==> src/rtl/bcd_display_pkg.sv <==
// bcd_display_pkg: seven-segment glyph constants and BCD helpers for the display scanner
package bcd_display_pkg;
  localparam int BCD_W = 4;
  localparam int SEG_W = 7;
  localparam logic [SEG_W-1:0] GLYPH_0    = 7'h3F;
  localparam logic [SEG_W-1:0] GLYPH_1    = 7'h06;
  localparam logic [SEG_W-1:0] GLYPH_2    = 7'h5B;
  localparam logic [SEG_W-1:0] GLYPH_3    = 7'h4F;
  localparam logic [SEG_W-1:0] GLYPH_4    = 7'h66;
  localparam logic [SEG_W-1:0] GLYPH_5    = 7'h6D;
  localparam logic [SEG_W-1:0] GLYPH_6    = 7'h7D;
  localparam logic [SEG_W-1:0] GLYPH_7    = 7'h07;
  localparam logic [SEG_W-1:0] GLYPH_8    = 7'h7F;
  localparam logic [SEG_W-1:0] GLYPH_9    = 7'h6F;
  localparam logic [SEG_W-1:0] GLYPH_DASH = 7'h40;
  localparam logic [SEG_W-1:0] GLYPH_OFF  = 7'h00;
  function automatic logic is_bcd(input logic [BCD_W-1:0] n);
    return n <= 4'd9;
  endfunction
endpackage

==> src/rtl/bcd_to_seg7.sv <==
// bcd_to_seg7: combinational BCD nibble to active-high {g..a} glyph, dash for 10..15
module bcd_to_seg7 import bcd_display_pkg::*; (
  input  logic [BCD_W-1:0] bcd,
  output logic [SEG_W-1:0] seg
);
  always_comb begin
    case (bcd)
      4'd0:    seg = GLYPH_0;
      4'd1:    seg = GLYPH_1;
      4'd2:    seg = GLYPH_2;
      4'd3:    seg = GLYPH_3;
      4'd4:    seg = GLYPH_4;
      4'd5:    seg = GLYPH_5;
      4'd6:    seg = GLYPH_6;
      4'd7:    seg = GLYPH_7;
      4'd8:    seg = GLYPH_8;
      4'd9:    seg = GLYPH_9;
      default: seg = GLYPH_DASH;
    endcase
  end
endmodule

==> src/rtl/bcd_display_scanner.sv <==
// bcd_display_scanner: latches packed BCD and time-multiplexes it onto a 7-segment display
module bcd_display_scanner import bcd_display_pkg::*; #(
  parameter int NUM_DIGITS     = 2,
  parameter int PRESCALE       = 4,
  parameter bit SEG_ACTIVE_LOW = 1
) (
  input  logic                        clk,
  input  logic                        rst,
  input  logic [BCD_W*NUM_DIGITS-1:0] bcd_in,
  input  logic                        load,
  input  logic                        blank_lz,
  output logic [SEG_W-1:0]            seg,
  output logic [NUM_DIGITS-1:0]       an,
  output logic                        frame_done,
  output logic                        invalid
);
  localparam int IW = NUM_DIGITS > 1 ? $clog2(NUM_DIGITS) : 1;
  localparam int PW = PRESCALE > 1 ? $clog2(PRESCALE) : 1;
  localparam logic [SEG_W-1:0]      SEG_MASK = {SEG_W{SEG_ACTIVE_LOW}};
  localparam logic [NUM_DIGITS-1:0] AN_MASK  = {NUM_DIGITS{SEG_ACTIVE_LOW}};
  logic [BCD_W*NUM_DIGITS-1:0] disp;
  logic [PW-1:0]               pre_cnt;
  logic [IW-1:0]               idx;
  logic [BCD_W-1:0]            nib;
  logic [SEG_W-1:0]            glyph;
  logic [NUM_DIGITS-1:0]       lz;
  logic [NUM_DIGITS-1:0]       an_sel;
  logic                        bad, zero_run, blanked, pre_wrap, idx_last;
  // lz[i] marks digit i as part of the all-zero run down from the top digit
  always_comb begin
    bad = 1'b0;
    for (int i = 0; i < NUM_DIGITS; i++) bad = bad | !is_bcd(bcd_in[i*BCD_W +: BCD_W]);
    lz = '0;
    zero_run = 1'b1;
    for (int i = NUM_DIGITS - 1; i > 0; i--) begin
      zero_run = zero_run & (disp[i*BCD_W +: BCD_W] == '0);
      lz[i] = zero_run;
    end
  end
  assign nib      = disp[idx*BCD_W +: BCD_W];
  assign pre_wrap = pre_cnt == PW'(PRESCALE - 1);
  assign idx_last = idx == IW'(NUM_DIGITS - 1);
  assign blanked  = blank_lz && lz[idx];
  assign an_sel   = NUM_DIGITS'(1) << idx;
  bcd_to_seg7 u_dec (.bcd(nib), .seg(glyph));
  always_ff @(posedge clk) begin
    if (rst) begin
      disp       <= '0;
      invalid    <= 1'b0;
      pre_cnt    <= '0;
      idx        <= '0;
      seg        <= GLYPH_OFF ^ SEG_MASK;
      an         <= AN_MASK;
      frame_done <= 1'b0;
    end else begin
      if (load) disp <= bcd_in;
      if (load && bad) invalid <= 1'b1;
      pre_cnt    <= pre_wrap ? '0 : pre_cnt + 1'b1;
      if (pre_wrap) idx <= idx_last ? '0 : idx + 1'b1;
      an         <= blanked ? AN_MASK : an_sel ^ AN_MASK;
      seg        <= (blanked ? GLYPH_OFF : glyph) ^ SEG_MASK;
      frame_done <= idx_last && pre_wrap;
    end
  end
endmodule
==> config.mk <==
export PLATFORM = sky130hd
export DESIGN_NAME = bcd_display_scanner
export DESIGN_NICKNAME = d
export VERILOG_FILES = /design/src/rtl/bcd_display_pkg.sv /design/src/rtl/bcd_to_seg7.sv /design/src/rtl/bcd_display_scanner.sv
export SDC_FILE = /design/constraint.sdc
export NUM_CORES = 1
export LEC_CHECK = 0
export CORE_MARGIN = 4
export CORE_UTILIZATION = 48
export CTS_BUF_LIST = sky130_fd_sc_hd__clkbuf_4 sky130_fd_sc_hd__clkbuf_8 sky130_fd_sc_hd__clkbuf_16
export DETAILED_ROUTE_END_ITERATION = 7
export PLACE_DENSITY = 0.78
export SLEW_MARGIN = 30
export SYNTH_ARGS = -nofsm -noshare
export SYNTH_HDL_FRONTEND = slang
export SYNTH_SLANG_ARGS = --single-unit
export TNS_END_PERCENT = 1
==> constraint.sdc <==
create_clock -name clk -period 1.9 [get_ports clk]
set_input_delay 0.19 -clock clk [delete_from_list [all_inputs] [get_ports clk]]
set_output_delay 0.19 -clock clk [all_outputs]
set_load 0.05 [all_outputs]
; ---- Yosys cells after proc, flatten, opt, wreduce, memory -nomap -nowiden
; Memory sizes are Yosys's and may differ from the RTL's.
; Cells that the tools add are included.
[word_totals]
reg_bits = 22
mem_bits_ro = 112
inputBits = 12
out_inout_bits = 11
wordCells = 31
n_memories = 1
[classes]
n_addsub = 2
order_cmp = 3
eq_ne = 1
shift = 2
n_mux = 4
bitwise_logic = 3
reduce_logical = 8
[memory_table]
columns = memory, depth, width, read_ports, rd_ports_with_merged_regs, write_ports, line_no
row1 = (no name shown), 16, 7, 1, 0, 0, bcd_to_seg7.sv:7  ; case (bcd)
[ops]
columns = cell, n
row1 = $le 4x4->1 const B, 2
row2 = $shiftx 8x4->4, 1
row3 = $mux 7, 1
row4 = $not 7->7, 1
row5 = $logic_not 4->1, 1
row6 = $reduce_or 2->1, 2
row7 = $logic_and 1x1->1, 3
row8 = $mux 1, 3
row9 = $add 2x1->2 const B, 1
row10 = $eq 2x2->1 const B, 1
row11 = $logic_not 1->1, 2
row12 = $lt 1x2->1 const B, 1
row13 = $not 2->2, 1
row14 = $shl 1x1->2 const A, 1
row15 = $add 1x1->1 const B, 1
row16 = $or 1x1->1, 1

; ---- Logic depth before layout (Yosys ltp)
[logic_depth]
depth_word = 6
ltp_mapped = 9
mapped_depth_nobuf = 7

; ---- Hierarchy
; A second synthesis with hierarchy kept.
[hier_totals]
cells_unflattened = 98
hier_area_um2 = 1081.0
[by_module_without_submodules]
columns = module, n_inst, cells_per_inst, area_each_um2, seq_area_each_um2
row1 = bcd_display_scanner, 1, 69, 855.8, 440.4
row2 = bcd_to_seg7, 1, 29, 225.2, 0.0

; ---- Worst setup path before layout
; No wires, ideal clock.
[synth_timing]
kind = register -> register
from = register idx
to = register seg[0]
setup_ps = 122
t_arrival_ps = 1568
required_ps = 1778
setup_slack_ps = 210
stages_incl_launch_ff = 10
cell_sequence = dfxtp_1 -> buf_6 -> buf_6 -> mux2i_1 -> inv_1 -> ha_1 -> nor2_1 -> nor2_1 -> a21oi_1 -> o21ai_1
[synth_via]
elab_chain_len = 5
elab_cells_between_ends = 7
cone_classes = 1 x shift / 3 x mux / 1 x bitwise / 1 x reduce/logical / 1 x memory
[synth_lines]
columns = element, line_no
row1 = start: declaration, bcd_display_scanner.sv:23  ; logic [IW-1:0] idx;
row2 = start signal: assignment, bcd_display_scanner.sv:59  ; if (pre_wrap) idx <= idx_last ? '0 : idx + 1'b1;
row3 = branches (longest 3 deep; another with $mem_v2 16x7), -
row4 = $mux 7 *, bcd_display_scanner.sv:61  ; seg <= (blanked ? GLYPH_OFF : glyph) ^ SEG_MASK;
row5 = $not 7->7 (no source line) *, -
row6 = end signal: assignment, bcd_display_scanner.sv:52  ; seg <= GLYPH_OFF ^ SEG_MASK;
row7 = end signal: assignment, bcd_display_scanner.sv:61
row8 = end: declaration, bcd_display_scanner.sv:12  ; output logic [SEG_W-1:0] seg,
; Every way passes the cells marked *. The select of a mux whose other input is x is not followed.
; A chain may end at the register's enable or synchronous reset.

; ---- Worst setup path after layout
[layout_timing]
from = register invalid
to = output port invalid
[layout_rtl]
columns = element, line_no
row1 = start: declaration, bcd_display_scanner.sv:15  ; output logic invalid
row2 = start signal: assignment, bcd_display_scanner.sv:49  ; invalid <= 1'b0;
row3 = start signal: assignment, bcd_display_scanner.sv:57  ; if (load && bad) invalid <= 1'b1;
; No word-level cell between the ends.

==> results.ini <==
[grt]
grt_pass1_wl_um=3190
grt-ovfl-total=0
antenna_found_initial=0
grt_max_degree=16
grt_pass1_vias=748
grtUsageTotal=0.151

[placement]
io_buffers=22
place_worst_setup_slack_ns=0.378
place_congestion=0.815
dpl_cell_area_um2=1280
dpl.hpwl_um=1530

[pwr]
peakVddDrop_v=0.000532
clockPowerShare=0.300
p_int_w=0.000838
p_sw_w=0.000334
seq_power_share=0.448
p_leak_nw=0.578
powerDensity_nw_per_um2=879
p_sw_frac=0.285
pwr-share-comb=0.252

[synth]
synthArstFlopShare=0
syn_area_per_cell_um2=10.1
yosys-top-cells-area=dfxtp_1 (43%), mux2i_1 (11%), ha_1 (8.5%)
yosysWarnings=0
synth_area_leader_cell=dfxtp_1
ys_types=34
synth_nets=121
ys.flop_type=dfxtp_1
synth_edf_count=0
netlist_instances=102
ys_ff_latch=22
synth_top_area_share=0.428
ys_seq_area_frac=0.428
netlist_area_um2=1030

[floorplan]
pin_count=23
die_w_um=54.3
start_util=0.514
rows=16
core_um2=2000
die-area_um2=2950
die_h_um=54.3

[drt]
drc=0
ant_nets=0
vias=799
via_per_inst=5.15
wl_per_cell_um=12.5
dr.pass1.iters=4
drt_iter0_drc=13
drt_wl_total_um=1930

[worst_setup_path]
worst_setup_path_start_kind=flip-flop
cp_slowest_cell=clkdlybuf4s50_1
max_stage_delay_ns=0.80
cp.arrival_ns=1.46
end_kind=output port
rrSetupSlack_ns=0.35
critPathBufInv=1
critical_path_required_ns=1.71
cp_max_fo=2
crit_family=buffers and inverters
r2r-end=seg[0]
timing.rr.start=idx
critPathKind=flip-flop to output port
r2r_cells=7
crit_chain=clkdlybuf4s50_1

[sta]
max_slew_margin=0.648
fin_worst_skew_ns=0.00531
hold_viol=0
post-route-min-period_ns=1.65
rsz0062_at_grt=no
tightest_slew_ns=0.527
slew_violations=0
clock.fmax_ghz=0.608
setup_tns_ns=0
fin_ws_ns=0.254
setup_viol=0
fin_crit_sh=0.866

[layout]
final_core_util=0.666
mostFrequentLayoutCells=dfxtp_1 (22), clkdlybuf4s50_1 (22), nor2_1 (17)
final_cell_area_um2=1330
area_growth_pct=29.7
num_antenna_cells=0
fill_cells=169
nets=148
layout-drive-gt1-share=0.102

[flow_run]
maxCapViolCount=0

[hold_path]
hold_start=pre_cnt[0]
hp-class=flip-flop to flip-flop
worstHoldEndpoint=pre_cnt[0]
hold_path_depth=1

[clocking]
cts_tree=done
clkTransAtPathRegs_ns=0.12
clock_latency_ns=0.30
cts_setup_buffers=0
cts_num_sinks=22
holdBufCountCts=0
cts_root_buf=clkbuf_4
htreeDepth=1
cts_resized=0
cts_buffers=3
clockBufferDepth=2

[status]
status=complete, no violations

[kinds of logic after synthesis]
kind of cell / after synthesis / share of synthesized area
multiplexers: 12 / 0.122
adder cells (fa/ha/maj): 7 / 0.0852
buffers and inverters: 7 / 0.0414
AO/OA/AOI/OAI: 19 / 0.146
AND/OR/NAND/NOR: 34 / 0.169
flip-flops: 22 / 0.428
XOR/XNOR: 1 / 0.00852
[Yosys cell counts (all sizes together), types with 2 or more instances]
library cell	number
a31oi	2
a21oi	2
inv	3
nor2	17
nand3	2
o211ai	2
nor2b	3
a21boi	2
buf	3
ha	7
nand2b	3
mux2i	11
nor3	3
dfxtp	22
o21ai	7
[stage by stage]
step	total power, W	hold WS, ns	std cells
after floorplan	0.000735	0.261	102
after global placement	0.000826	0.413	151
after detailed placement	0.000832	0.422	151
after CTS	0.00119	0.441	155
after global routing	0.00122	0.470	155
final	0.00117	0.441	155
[cell type report]
class	instances	area (µm²)	area share
Clock inverter	1	30.0	0.0225
Inverter	3	11.3	0.00844
Sequential cell	22	440	0.330
Tap cell	27	33.8	0.0253
Clock buffer	3	22.5	0.0169
Multi-Input combinational cell	73	546	0.409
Timing Repair Buffer	26	250	0.188
[worst max path at each step]
stage                  from       to  slack (ns)  depth (start not counted)
finish              invalid  invalid        0.25                          1
floorplan               idx   seg[0]        0.21                          9
CTS                 invalid  invalid        0.23                          1
global placement        idx   seg[5]        0.41                          5
detailed placement      idx   seg[4]        0.38                          5
global route        invalid  invalid        0.20                          1
[sequential cells by signal, summed over array words and instances (netlist names)]
name / count
frame_done: 1
pre_cnt: 2
an: 2
disp: 8
seg: 7
idx: 1
invalid: 1
[per-layer routing]
layer  share of wire  GRT usage  vias up
met5               0          0        -
met1            0.42      0.175      367
met2            0.50      0.271       27
met4          0.0062     0.0622        0
met3           0.066     0.0245        2
li1                -          -      403
[power by group through the flow]
stage	sequential, W	clock, W	combinational [W]
floorplan	0.000608	0	0.000126
global placement	0.000535	0	0.000291
detailed placement	0.000536	0	0.000295
CTS	0.000526	0.000364	0.000297
global route	0.000530	0.000376	0.000317
finish	0.000526	0.000352	0.000295
Note: power is estimated with default switching activity, not from simulation.
